==> src/rtl/seg_timing_ctrl_if.sv <==
// Control/status bundle for seg_timing_ctrl: segment switch requests in, playback position out.
interface seg_timing_ctrl_if #(
  parameter int NUM_SEGMENTS = 4,
  parameter int CYCLE_WIDTH  = 16,
  parameter int SEG_WIDTH    = $clog2(NUM_SEGMENTS)
);
  logic                             set;
  logic [SEG_WIDTH-1:0]             req_segment;
  logic                             deferred;
  logic [NUM_SEGMENTS*CYCLE_WIDTH-1:0] cycle_in;
  logic [NUM_SEGMENTS*32-1:0]       freq_div_in;
  logic [31:0]                      rep;
  logic [SEG_WIDTH-1:0]             segment;
  logic [CYCLE_WIDTH-1:0]           idx;
  logic                             step;
  logic                             update;
  logic                             pending;
  logic                             stop;
  logic [15:0]                      switch_cnt;

  modport master (
    output set, req_segment, deferred, cycle_in, freq_div_in, rep,
    input  segment, idx, step, update, pending, stop, switch_cnt
  );

  modport slave (
    input  set, req_segment, deferred, cycle_in, freq_div_in, rep,
    output segment, idx, step, update, pending, stop, switch_cnt
  );
endinterface

==> src/rtl/seg_timing_ctrl.sv <==
// Segment playback timer: steps IDX through the active segment's loop, switching immediately or at loop end.
// Optional macro SEG_TIMING_CTRL_SWITCH_CNT_EN enables the saturating completed-switch counter.
module seg_timing_ctrl #(
  parameter int NUM_SEGMENTS = 4,
  parameter int CYCLE_WIDTH  = 16,
  parameter int SEG_WIDTH    = $clog2(NUM_SEGMENTS)
) (
  input logic              clk,
  input logic              rst_n,
  seg_timing_ctrl_if.slave bus
);
  localparam logic [31:0] REP_INF = 32'hFFFF_FFFF;

  typedef enum logic [1:0] {
    ST_STOPPED = 2'd0,
    ST_RUN     = 2'd1,
    ST_WAIT    = 2'd2
  } state_t;

  state_t                 state_q, state_d;
  logic [SEG_WIDTH-1:0]   seg_q, seg_d;
  logic [CYCLE_WIDTH-1:0] idx_q, idx_d;
  logic [31:0]            tick_q, tick_d;
  logic [31:0]            loop_q, loop_d;
  logic                   step_q, step_d;
  logic                   update_q, update_d;
  logic [CYCLE_WIDTH-1:0] act_cycle_q, act_cycle_d;
  logic [31:0]            act_div_q, act_div_d;
  logic [31:0]            act_rep_q, act_rep_d;
  logic [SEG_WIDTH-1:0]   req_seg_q, req_seg_d;
  logic [CYCLE_WIDTH-1:0] req_cycle_q, req_cycle_d;
  logic [31:0]            req_div_q, req_div_d;
  logic [31:0]            req_rep_q, req_rep_d;

  logic                   set_ok;
  logic [CYCLE_WIDTH-1:0] in_cycle;
  logic [31:0]            in_div;
  logic                   tick_wrap;
  logic                   loop_end;

  function automatic logic [31:0] eff_div(input logic [31:0] d);
    return (d == 32'd0) ? 32'd1 : d;
  endfunction

  // A selector matching no configured segment leaves set_ok low, so the SET is dropped.
  always_comb begin
    set_ok   = 1'b0;
    in_cycle = '0;
    in_div   = 32'd1;
    for (int k = 0; k < NUM_SEGMENTS; k++) begin
      if (bus.req_segment == SEG_WIDTH'(k)) begin
        set_ok   = bus.set;
        in_cycle = bus.cycle_in[k*CYCLE_WIDTH +: CYCLE_WIDTH];
        in_div   = eff_div(bus.freq_div_in[k*32 +: 32]);
      end
    end
  end

  always_comb begin
    state_d     = state_q;
    seg_d       = seg_q;
    idx_d       = idx_q;
    tick_d      = tick_q;
    loop_d      = loop_q;
    step_d      = 1'b0;
    update_d    = 1'b0;
    act_cycle_d = act_cycle_q;
    act_div_d   = act_div_q;
    act_rep_d   = act_rep_q;
    req_seg_d   = req_seg_q;
    req_cycle_d = req_cycle_q;
    req_div_d   = req_div_q;
    req_rep_d   = req_rep_q;
    tick_wrap   = (tick_q == act_div_q - 32'd1);
    loop_end    = tick_wrap && (idx_q == act_cycle_q);

    if (state_q != ST_STOPPED) begin
      if (!tick_wrap) begin
        tick_d = tick_q + 32'd1;
      end else begin
        tick_d = 32'd0;
        step_d = 1'b1;
        if (!loop_end) begin
          idx_d = idx_q + CYCLE_WIDTH'(1);
        end else if (state_q == ST_WAIT && !set_ok) begin
          state_d     = ST_RUN;
          seg_d       = req_seg_q;
          act_cycle_d = req_cycle_q;
          act_div_d   = req_div_q;
          act_rep_d   = req_rep_q;
          idx_d       = '0;
          loop_d      = 32'd0;
          update_d    = 1'b1;
        end else if (state_q == ST_RUN && !set_ok &&
                     act_rep_q != REP_INF && loop_q == act_rep_q) begin
          // Final loop done: IDX stays parked on the last sample.
          state_d = ST_STOPPED;
          step_d  = 1'b0;
        end else begin
          idx_d  = '0;
          loop_d = loop_q + 32'd1;
        end
      end
    end

    // A new request outranks whatever the loop end would have done this cycle.
    if (set_ok) begin
      req_seg_d   = bus.req_segment;
      req_cycle_d = in_cycle;
      req_div_d   = in_div;
      req_rep_d   = bus.rep;
      if (!bus.deferred || state_q == ST_STOPPED) begin
        state_d     = ST_RUN;
        seg_d       = bus.req_segment;
        act_cycle_d = in_cycle;
        act_div_d   = in_div;
        act_rep_d   = bus.rep;
        idx_d       = '0;
        tick_d      = 32'd0;
        loop_d      = 32'd0;
        step_d      = 1'b0;
        update_d    = 1'b1;
      end else begin
        state_d = ST_WAIT;
      end
    end
  end

  always_ff @(posedge clk or negedge rst_n) begin
    if (!rst_n) begin
      state_q     <= ST_STOPPED;
      seg_q       <= '0;
      idx_q       <= '0;
      tick_q      <= 32'd0;
      loop_q      <= 32'd0;
      step_q      <= 1'b0;
      update_q    <= 1'b0;
      act_cycle_q <= '0;
      act_div_q   <= 32'd0;
      act_rep_q   <= 32'd0;
      req_seg_q   <= '0;
      req_cycle_q <= '0;
      req_div_q   <= 32'd0;
      req_rep_q   <= 32'd0;
    end else begin
      state_q     <= state_d;
      seg_q       <= seg_d;
      idx_q       <= idx_d;
      tick_q      <= tick_d;
      loop_q      <= loop_d;
      step_q      <= step_d;
      update_q    <= update_d;
      act_cycle_q <= act_cycle_d;
      act_div_q   <= act_div_d;
      act_rep_q   <= act_rep_d;
      req_seg_q   <= req_seg_d;
      req_cycle_q <= req_cycle_d;
      req_div_q   <= req_div_d;
      req_rep_q   <= req_rep_d;
    end
  end

`ifdef SEG_TIMING_CTRL_SWITCH_CNT_EN
  logic [15:0] switch_cnt_q, switch_cnt_d;

  always_comb begin
    switch_cnt_d = switch_cnt_q;
    if (update_d && switch_cnt_q != 16'hFFFF) begin
      switch_cnt_d = switch_cnt_q + 16'd1;
    end
  end

  always_ff @(posedge clk or negedge rst_n) begin
    if (!rst_n) begin
      switch_cnt_q <= 16'd0;
    end else begin
      switch_cnt_q <= switch_cnt_d;
    end
  end

  assign bus.switch_cnt = switch_cnt_q;
`else
  assign bus.switch_cnt = 16'd0;
`endif

  assign bus.segment = seg_q;
  assign bus.idx     = idx_q;
  assign bus.step    = step_q;
  assign bus.update  = update_q;
  assign bus.pending = (state_q == ST_WAIT);
  assign bus.stop    = (state_q == ST_STOPPED);
endmodule

==> src/flat_wrapper.sv <==
// flat-port wrapper written by rule: the top's interface ports become plain ports
module seg_timing_ctrl_flat 
#(
  parameter int NUM_SEGMENTS = 4,
  parameter int CYCLE_WIDTH  = 16,
  parameter int SEG_WIDTH    = $clog2(NUM_SEGMENTS)
)
  (clk, rst_n, bus_set, bus_req_segment, bus_deferred, bus_cycle_in, bus_freq_div_in, bus_rep, bus_segment, bus_idx, bus_step, bus_update, bus_pending, bus_stop, bus_switch_cnt);
  seg_timing_ctrl_if #(.NUM_SEGMENTS(NUM_SEGMENTS), .CYCLE_WIDTH(CYCLE_WIDTH), .SEG_WIDTH(SEG_WIDTH)) bus_i ();
  input logic clk;
  input logic rst_n;
  input wire logic [$bits(bus_i.set)-1:0] bus_set;
  input wire logic [$bits(bus_i.req_segment)-1:0] bus_req_segment;
  input wire logic [$bits(bus_i.deferred)-1:0] bus_deferred;
  input wire logic [$bits(bus_i.cycle_in)-1:0] bus_cycle_in;
  input wire logic [$bits(bus_i.freq_div_in)-1:0] bus_freq_div_in;
  input wire logic [$bits(bus_i.rep)-1:0] bus_rep;
  output wire logic [$bits(bus_i.segment)-1:0] bus_segment;
  output wire logic [$bits(bus_i.idx)-1:0] bus_idx;
  output wire logic [$bits(bus_i.step)-1:0] bus_step;
  output wire logic [$bits(bus_i.update)-1:0] bus_update;
  output wire logic [$bits(bus_i.pending)-1:0] bus_pending;
  output wire logic [$bits(bus_i.stop)-1:0] bus_stop;
  output wire logic [$bits(bus_i.switch_cnt)-1:0] bus_switch_cnt;
  assign bus_i.set = bus_set;
  assign bus_i.req_segment = bus_req_segment;
  assign bus_i.deferred = bus_deferred;
  assign bus_i.cycle_in = bus_cycle_in;
  assign bus_i.freq_div_in = bus_freq_div_in;
  assign bus_i.rep = bus_rep;
  assign bus_segment = bus_i.segment;
  assign bus_idx = bus_i.idx;
  assign bus_step = bus_i.step;
  assign bus_update = bus_i.update;
  assign bus_pending = bus_i.pending;
  assign bus_stop = bus_i.stop;
  assign bus_switch_cnt = bus_i.switch_cnt;
  seg_timing_ctrl #(.NUM_SEGMENTS(NUM_SEGMENTS), .CYCLE_WIDTH(CYCLE_WIDTH), .SEG_WIDTH(SEG_WIDTH)) u_core (.clk(clk), .rst_n(rst_n), .bus(bus_i));
endmodule
==> config.mk <==
export PLATFORM = sky130hd
export DESIGN_NAME = seg_timing_ctrl_flat
export DESIGN_NICKNAME = d
export VERILOG_FILES = /design/src/rtl/seg_timing_ctrl_if.sv /design/src/rtl/seg_timing_ctrl.sv /design/src/flat_wrapper.sv
export SDC_FILE = /design/constraint.sdc
export NUM_CORES = 1
export LEC_CHECK = 0
export CAP_MARGIN = 10
export CORE_MARGIN = 4
export CORE_UTILIZATION = 65
export CTS_CLUSTER_DIAMETER = 60
export DETAILED_ROUTE_END_ITERATION = 8
export DONT_BUFFER_PORTS = 1
export HOLD_SLACK_MARGIN = 0.08
export PLACE_DENSITY = 0.79
export SYNTH_ARGS = -nofsm -noshare
export SYNTH_HDL_FRONTEND = slang
export SYNTH_SLANG_ARGS = --single-unit
==> constraint.sdc <==
create_clock -name clk -period 4.7 [get_ports clk]
set_clock_uncertainty 0.15 [all_clocks]
set_input_delay 0.47 -clock clk [delete_from_list [all_inputs] [get_ports clk]]
set_output_delay 0.47 -clock clk [all_outputs]
set_load 0.01 [all_outputs]
Yosys cells after proc, flatten, opt, wreduce, memory -nomap -nowiden
Index checks and enable logic that the tools add are counted.

Flip-flop bits (word level): 248. Input bits: 230. Logic and storage cells: 125.

Add/subtract/negate cells: 4. Eq/ne operators: 9. Muxes and demuxes: 78. Reduce and logical (&&, ||, !) cells: 20.

Operators with widths (number): $mux 32 (31); $mux 16 (17); $logic_not 32->1 (4); $add 32x1->32 const B (2); $eq 32x32->1 (2); $ne 32x32->1 const B (1); $sub 32x1->32 const B (1); $mux 2 (13); $mux 1 (17); $add 16x1->16 const B (1); $eq 16x16->1 (1); $reduce_bool 2->1 (4); $eq 2x2->1 const B (3); $logic_and 1x1->1 (5); $eq 2x1->1 const B (2); $logic_not 2->1 (2); $reduce_and 4->1 (1); $reduce_bool 3->1 (1); $logic_not 1->1 (2); $logic_or 1x1->1 (1).

Longest topological paths before layout
Depth after elaboration: 16. Gate-level depth with buffers: 15. Gate-level depth less buffers: 12.

Worst setup path after synthesis
No wires, ideal clock.

Path kind: register to register. Start: register u_core.act_div_q[15]. End: register u_core.loop_q[25]. Setup time: 78 ps. Arrival: 3428 ps. Setup slack: 1044 ps. Stages on the path, launching flop included: 13. Path buffers: 3. Period minus slack after synthesis: 3656 ps. Path through: dfrtp_1 -> buf_2 -> or4_4 -> nor4_4 -> nand3_1 -> xnor2_1 -> or4_1 -> a211oi_4 -> buf_6 -> nand3_1 -> buf_2 -> or4_1 -> a21oi_1.

Longest elaborated chain between the ends: 8.

Ends and longest elaborated chain: start, declared (line seg_timing_ctrl.sv:28) `logic [31:0] act_div_q, act_div_d;`; start signal, assigned (line seg_timing_ctrl.sv:154) `act_div_q <= act_div_d;`; $sub 32x1->32 * (line seg_timing_ctrl.sv:74) `tick_wrap = (tick_q == act_div_q - 32'd1);`; $eq 32x32->1 * (line seg_timing_ctrl.sv:74); $logic_and 1x1->1 (line seg_timing_ctrl.sv:75) `loop_end = tick_wrap && (idx_q == act_cycle_q);`; $mux 32 (line seg_timing_ctrl.sv:83) `if (!loop_end) begin`; $mux 32 * (line seg_timing_ctrl.sv:78) `if (!tick_wrap) begin`; $mux 32 * (line seg_timing_ctrl.sv:77) `if (state_q != ST_STOPPED) begin`; $mux 32 (line seg_timing_ctrl.sv:112) `if (!bus.deferred || state_q == ST_STOPPED) begin`; $mux 32 * (line seg_timing_ctrl.sv:107) `if (set_ok) begin`; named net u_core.loop_d[25] (line seg_timing_ctrl.sv:24) `logic [31:0] loop_q, loop_d;`; end signal, assigned (line seg_timing_ctrl.sv:150) `loop_q <= loop_d;`; end, declared (line seg_timing_ctrl.sv:24).

Mark *: on every way through the listed nets, which the timed path passes. The rest lies on a longest branch. A chain may end at the register's enable or synchronous reset.

Worst setup path after layout
Start: register u_core.act_div_q[2]. End: register u_core.idx_q[12] (netlist: u_core.bus.idx[12]).

Longest elaborated chain between the ends: 8.

Ends and longest elaborated chain: $sub 32x1->32 * (line seg_timing_ctrl.sv:74); $eq 32x32->1 * (line seg_timing_ctrl.sv:74); $logic_and 1x1->1 (line seg_timing_ctrl.sv:75); $mux 16 (line seg_timing_ctrl.sv:83); $mux 16 * (line seg_timing_ctrl.sv:78); $mux 16 * (line seg_timing_ctrl.sv:77); $mux 16 (line seg_timing_ctrl.sv:112); $mux 16 * (line seg_timing_ctrl.sv:107); named net u_core.idx_d[12] (line seg_timing_ctrl.sv:22) `logic [CYCLE_WIDTH-1:0] idx_q, idx_d;`; end signal, assigned (line seg_timing_ctrl.sv:148) `idx_q <= idx_d;`; end, declared (line seg_timing_ctrl.sv:22).

Marks and branches as above.

==> metrics.md <==
| Metric | Value |
|---|---|
| Final nets | `~1,800` |
| Pre-antenna DRT Iters | `7` |
| Worst r2r src | `u_core.act_div_q[2]` |
| Post-synthesis area per instance | `9.73 µm²` |
| Final setup TNS | `0 ps` |
| First-pass GRT wire length | `about 72 mm` |
| Detailed Route Iter0 Violations | `between 1,000 and 1,500` |
| Worst Slack Setup Final | `approximately 330 ps` |
| Largest family of logic cells by synthesized area | `simple AND/OR/NAND/NOR gates` |
| RSZ-0062 raised after global routing | `false` |
| # rows | `54` |
| R2r endpoint | `u_core.bus.idx[12]` |
| Complex-gate fraction of the synthesized area | `12.0%` |
| Cts bufs inserted | `28` |
| Critical path type | `flip-flop to flip-flop` |
| # IOs | `268` |
| GRT Total Usage | `a little under two fifths` |
| Nature of the critical path endpoint | `flip-flop` |
| Vias in the first global route | `about 13,000` |
| H-tree depth | `1` |
| Crit-path leading delay family | `simple AND/OR/NAND/NOR gates` |
| Synth Warn # | `0` |
| Vias per inst | `6.90` |
| Slew Limit Headroom | `21.6%` |
| DRC viols | `0` |
| Fin Hold WS | `-540 ps` |
| Worst EP required | `roughly 5000 ps` |
| Leakage | `around 7.1 nW` |
| Post-DRT Antenna Nets | `0` |
| Synth Area in XOR/XNOR | `6.94%` |
| Pins over their slew limit | `0` |
| Max Cap Viol | `0` |
| Final setup vio count | `0` |
| Worst reg-to-reg path cell count | `10` |
| Post-Synth Adder-Cell Area | `less than 1%` |
| Worst slack, placed | `407 ps` |
| Starting Density | `66.5%` |
| Initial antenna violation count | `1` |
| GP Congestion | `between 1 and 1.5` |
| Die Ht | `approximately 160 µm` |
| Core outline area | `22,000 µm²` |
| Crit path max fanout | `16` |
| Cell with the largest stage delay on the worst path | `or4_1` |
| PwrDens | `366 nW/µm²` |
| EDFF count, synth | `0` |
| DP HPWL | `about 33 mm` |
| CP arrival | `4680 ps` |
| Hold Buf Count CTS | `67` |
| Routed via count | `12,700` |
| Routed Wire Length | `47.3 mm` |
| Synth Flop Type | `dfrtp_1` |
| Top cell type's share of synthesized area | `42.4%` |
| Chip width | `158 µm` |
| FF+latch count, synth | `approximately 250` |
| WP buf/inv | `1` |
| Final Critical Period | `between 4000 and 5000 ps` |
| Synth cell count leaders | `248 x dfrtp_1, 141 x nand2_1, 100 x nor2_1` |
| Syn Std Cell Area | `14,600 µm²` |
| Die footprint | `25,000 µm²` |
| Cells after synthesis | `1,506` |
| Failing checks | `hold timing` |
| Slew @ Worst Pin | `1170 ps` |
| Seq/Total Area, Yosys | `42.4%` |
| Worst min-delay path category | `primary input to asynchronous set/reset pin` |
| Max clock buf depth | `3` |
| Worst IR Drop VDD | `0.000250 V` |
| DR WL/cell | `25.7 µm` |
| Outcome | `finished, violations left` |
| CP Launch Type | `flip-flop` |
| I/O Buffers | `0` |
| Top-count cell post-synth | `dfrtp_1` |
| Clock transition at the registers of the reported paths | `70 ps` |
| Part of the cycle the worst path needs | `slightly above 90%` |
| Area delta synth->final | `12.7%` |
| Layout cells sized above 1 | `11.4%` |
| Global route overflow | `0` |
| FILL cells | `1,464` |
| CP dominant cell by count | `a31oi_1` |
| Simple-Gate Fraction of Synth Area | `20.4%` |
| Mux contribution to synthesized area | `14.0%` |
| Clock Latency Late Sink | `550 ps` |
| Reg-to-reg slack, setup | `330 ps` |
| Final Hold Fails | `about 250` |
| CP peak stage delay | `590 ps` |
| CTS tree | `yes` |
| Max Fclk | `229 MHz` |
| Largest net degree at the start of global routing | `249` |
| Async SR Flop Fraction | `100%` |
| Distinct cells, synth | `78` |
| Most area-consuming cells after synthesis | `dfrtp_1 42%, mux2i_1 6.5%, mux2_2 4.8%` |
| Post-synth top area cell | `dfrtp_1` |
| Root Driver | `clkbuf_16` |
| Critical path cell sequence | `nor4_4 > nand2_1 > a2111oi_0 > o22ai_1 > or4_1 > a211oi_4 > buf_4 > and3_1 > a31oi_1 > a31oi_1` |
| Num Clock Sinks | `248` |
## final cells by class
type	instances	area [µm²]	area share, %
clock inverter	18	278	1.68
tap	280	350	2.12
sequential	248	6210	37.6
clock buffer	34	753	4.56
multi-input combinational	1146	7960	48.2
timing repair buffer	87	863	5.23
antenna	2	5.00	0.0303
inverter	25	93.8	0.568
## through the flow
step	area, µm²	hold WS [ps]	power [W]	instances	util, %
2_1_floorplan	14700	24.4	0.00328	1521	-
5_1_grt	16500	-558	0.00626	1840	75.0
3_5_place_dp	14800	30.1	0.00351	1719	67.1
4_1_cts	16500	-542	0.00601	1838	74.9
6_report	16500	-540	0.00604	1840	75.0
3_3_place_gp	14800	29.8	0.00347	1719	67.1
## worst max path at each step
| stage | start | to | slack, ps | cells past startpoint |
|---|---|---|---|---|
| 3_5_place_dp | u_core.act_div_q[2] | u_core.loop_q[5] | 410 | 9 |
| 3_3_place_gp | u_core.act_div_q[2] | u_core.loop_q[30] | 460 | 9 |
| 2_1_floorplan | u_core.act_div_q[15] | u_core.loop_q[25] | 1040 | 12 |
| 6_report | u_core.act_div_q[2] | u_core.bus.idx[12] | 330 | 10 |
| 4_1_cts | u_core.act_div_q[0] | u_core.loop_q[5] | 370 | 11 |
| 5_1_grt | u_core.act_div_q[0] | u_core.loop_q[5] | 30 | 11 |
## state kept, by name, summed over array words and instances (netlist names)
name	cells
u_core.act_div_q	32
u_core.act_rep_q	32
u_core.loop_q	32
u_core.req_div_q	32
u_core.req_rep_q	32
u_core.tick_q	32
u_core.act_cycle_q	16
u_core.bus.idx	16
u_core.req_cycle_q	16
u_core.bus.segment	2
u_core.req_seg_q	2
u_core.state_q	2
u_core.bus.step	1
u_core.bus.update	1
## cell families (layout without fill, tap and decap cells)
family	Yosys count	in the layout
compound gates	277	277
simple gates	558	558
fa+ha+maj	4	4
buf+inv	127	164
xor+xnor	116	116
other cells	1	18
mux	175	175
flops	248	248
## timing repair
item                                    in CTS  in global routing
gates resized for setup                      0                  1
endpoints found under the setup margin       0                  2
hold endpoints to repair                   384                248
buffers inserted                             0                  0
## power by group
part	switching, W	leakage [nW]	internal, W	total (W)
sequential	0.000290	3.11	0.00236	0.00265
combinational	0.000511	3.49	0.000461	0.000972
clock	0.000937	0.489	0.00148	0.00242
## metal layers
| metal | vias up | share of wire, % | GRT usage (%) |
|---|---|---|---|
| met5 | - | 0 | 0 |
| met4 | 0 | 5.0 | 16.6 |
| met3 | 152 | 7.6 | 7.27 |
| met2 | 654 | 51 | 65.2 |
| met1 | 6257 | 36 | 44.2 |
| li1 | 5635 | - | - |
## cell usage in the layout (no fill, tap or decap), drive strengths merged, types with 27 or more instances in the layout
cell	instances
a21oi	62
a31oi	45
and3	44
clkbuf	34
dfrtp	248
dlygate4sd3	66
inv	27
mux2	62
mux2i	95
nand2	141
nand3	42
nand4	48
nor2	100
nor4	57
o21ai	89
xnor2	60
xor2	56
Power figures use the tool's default switching activity.
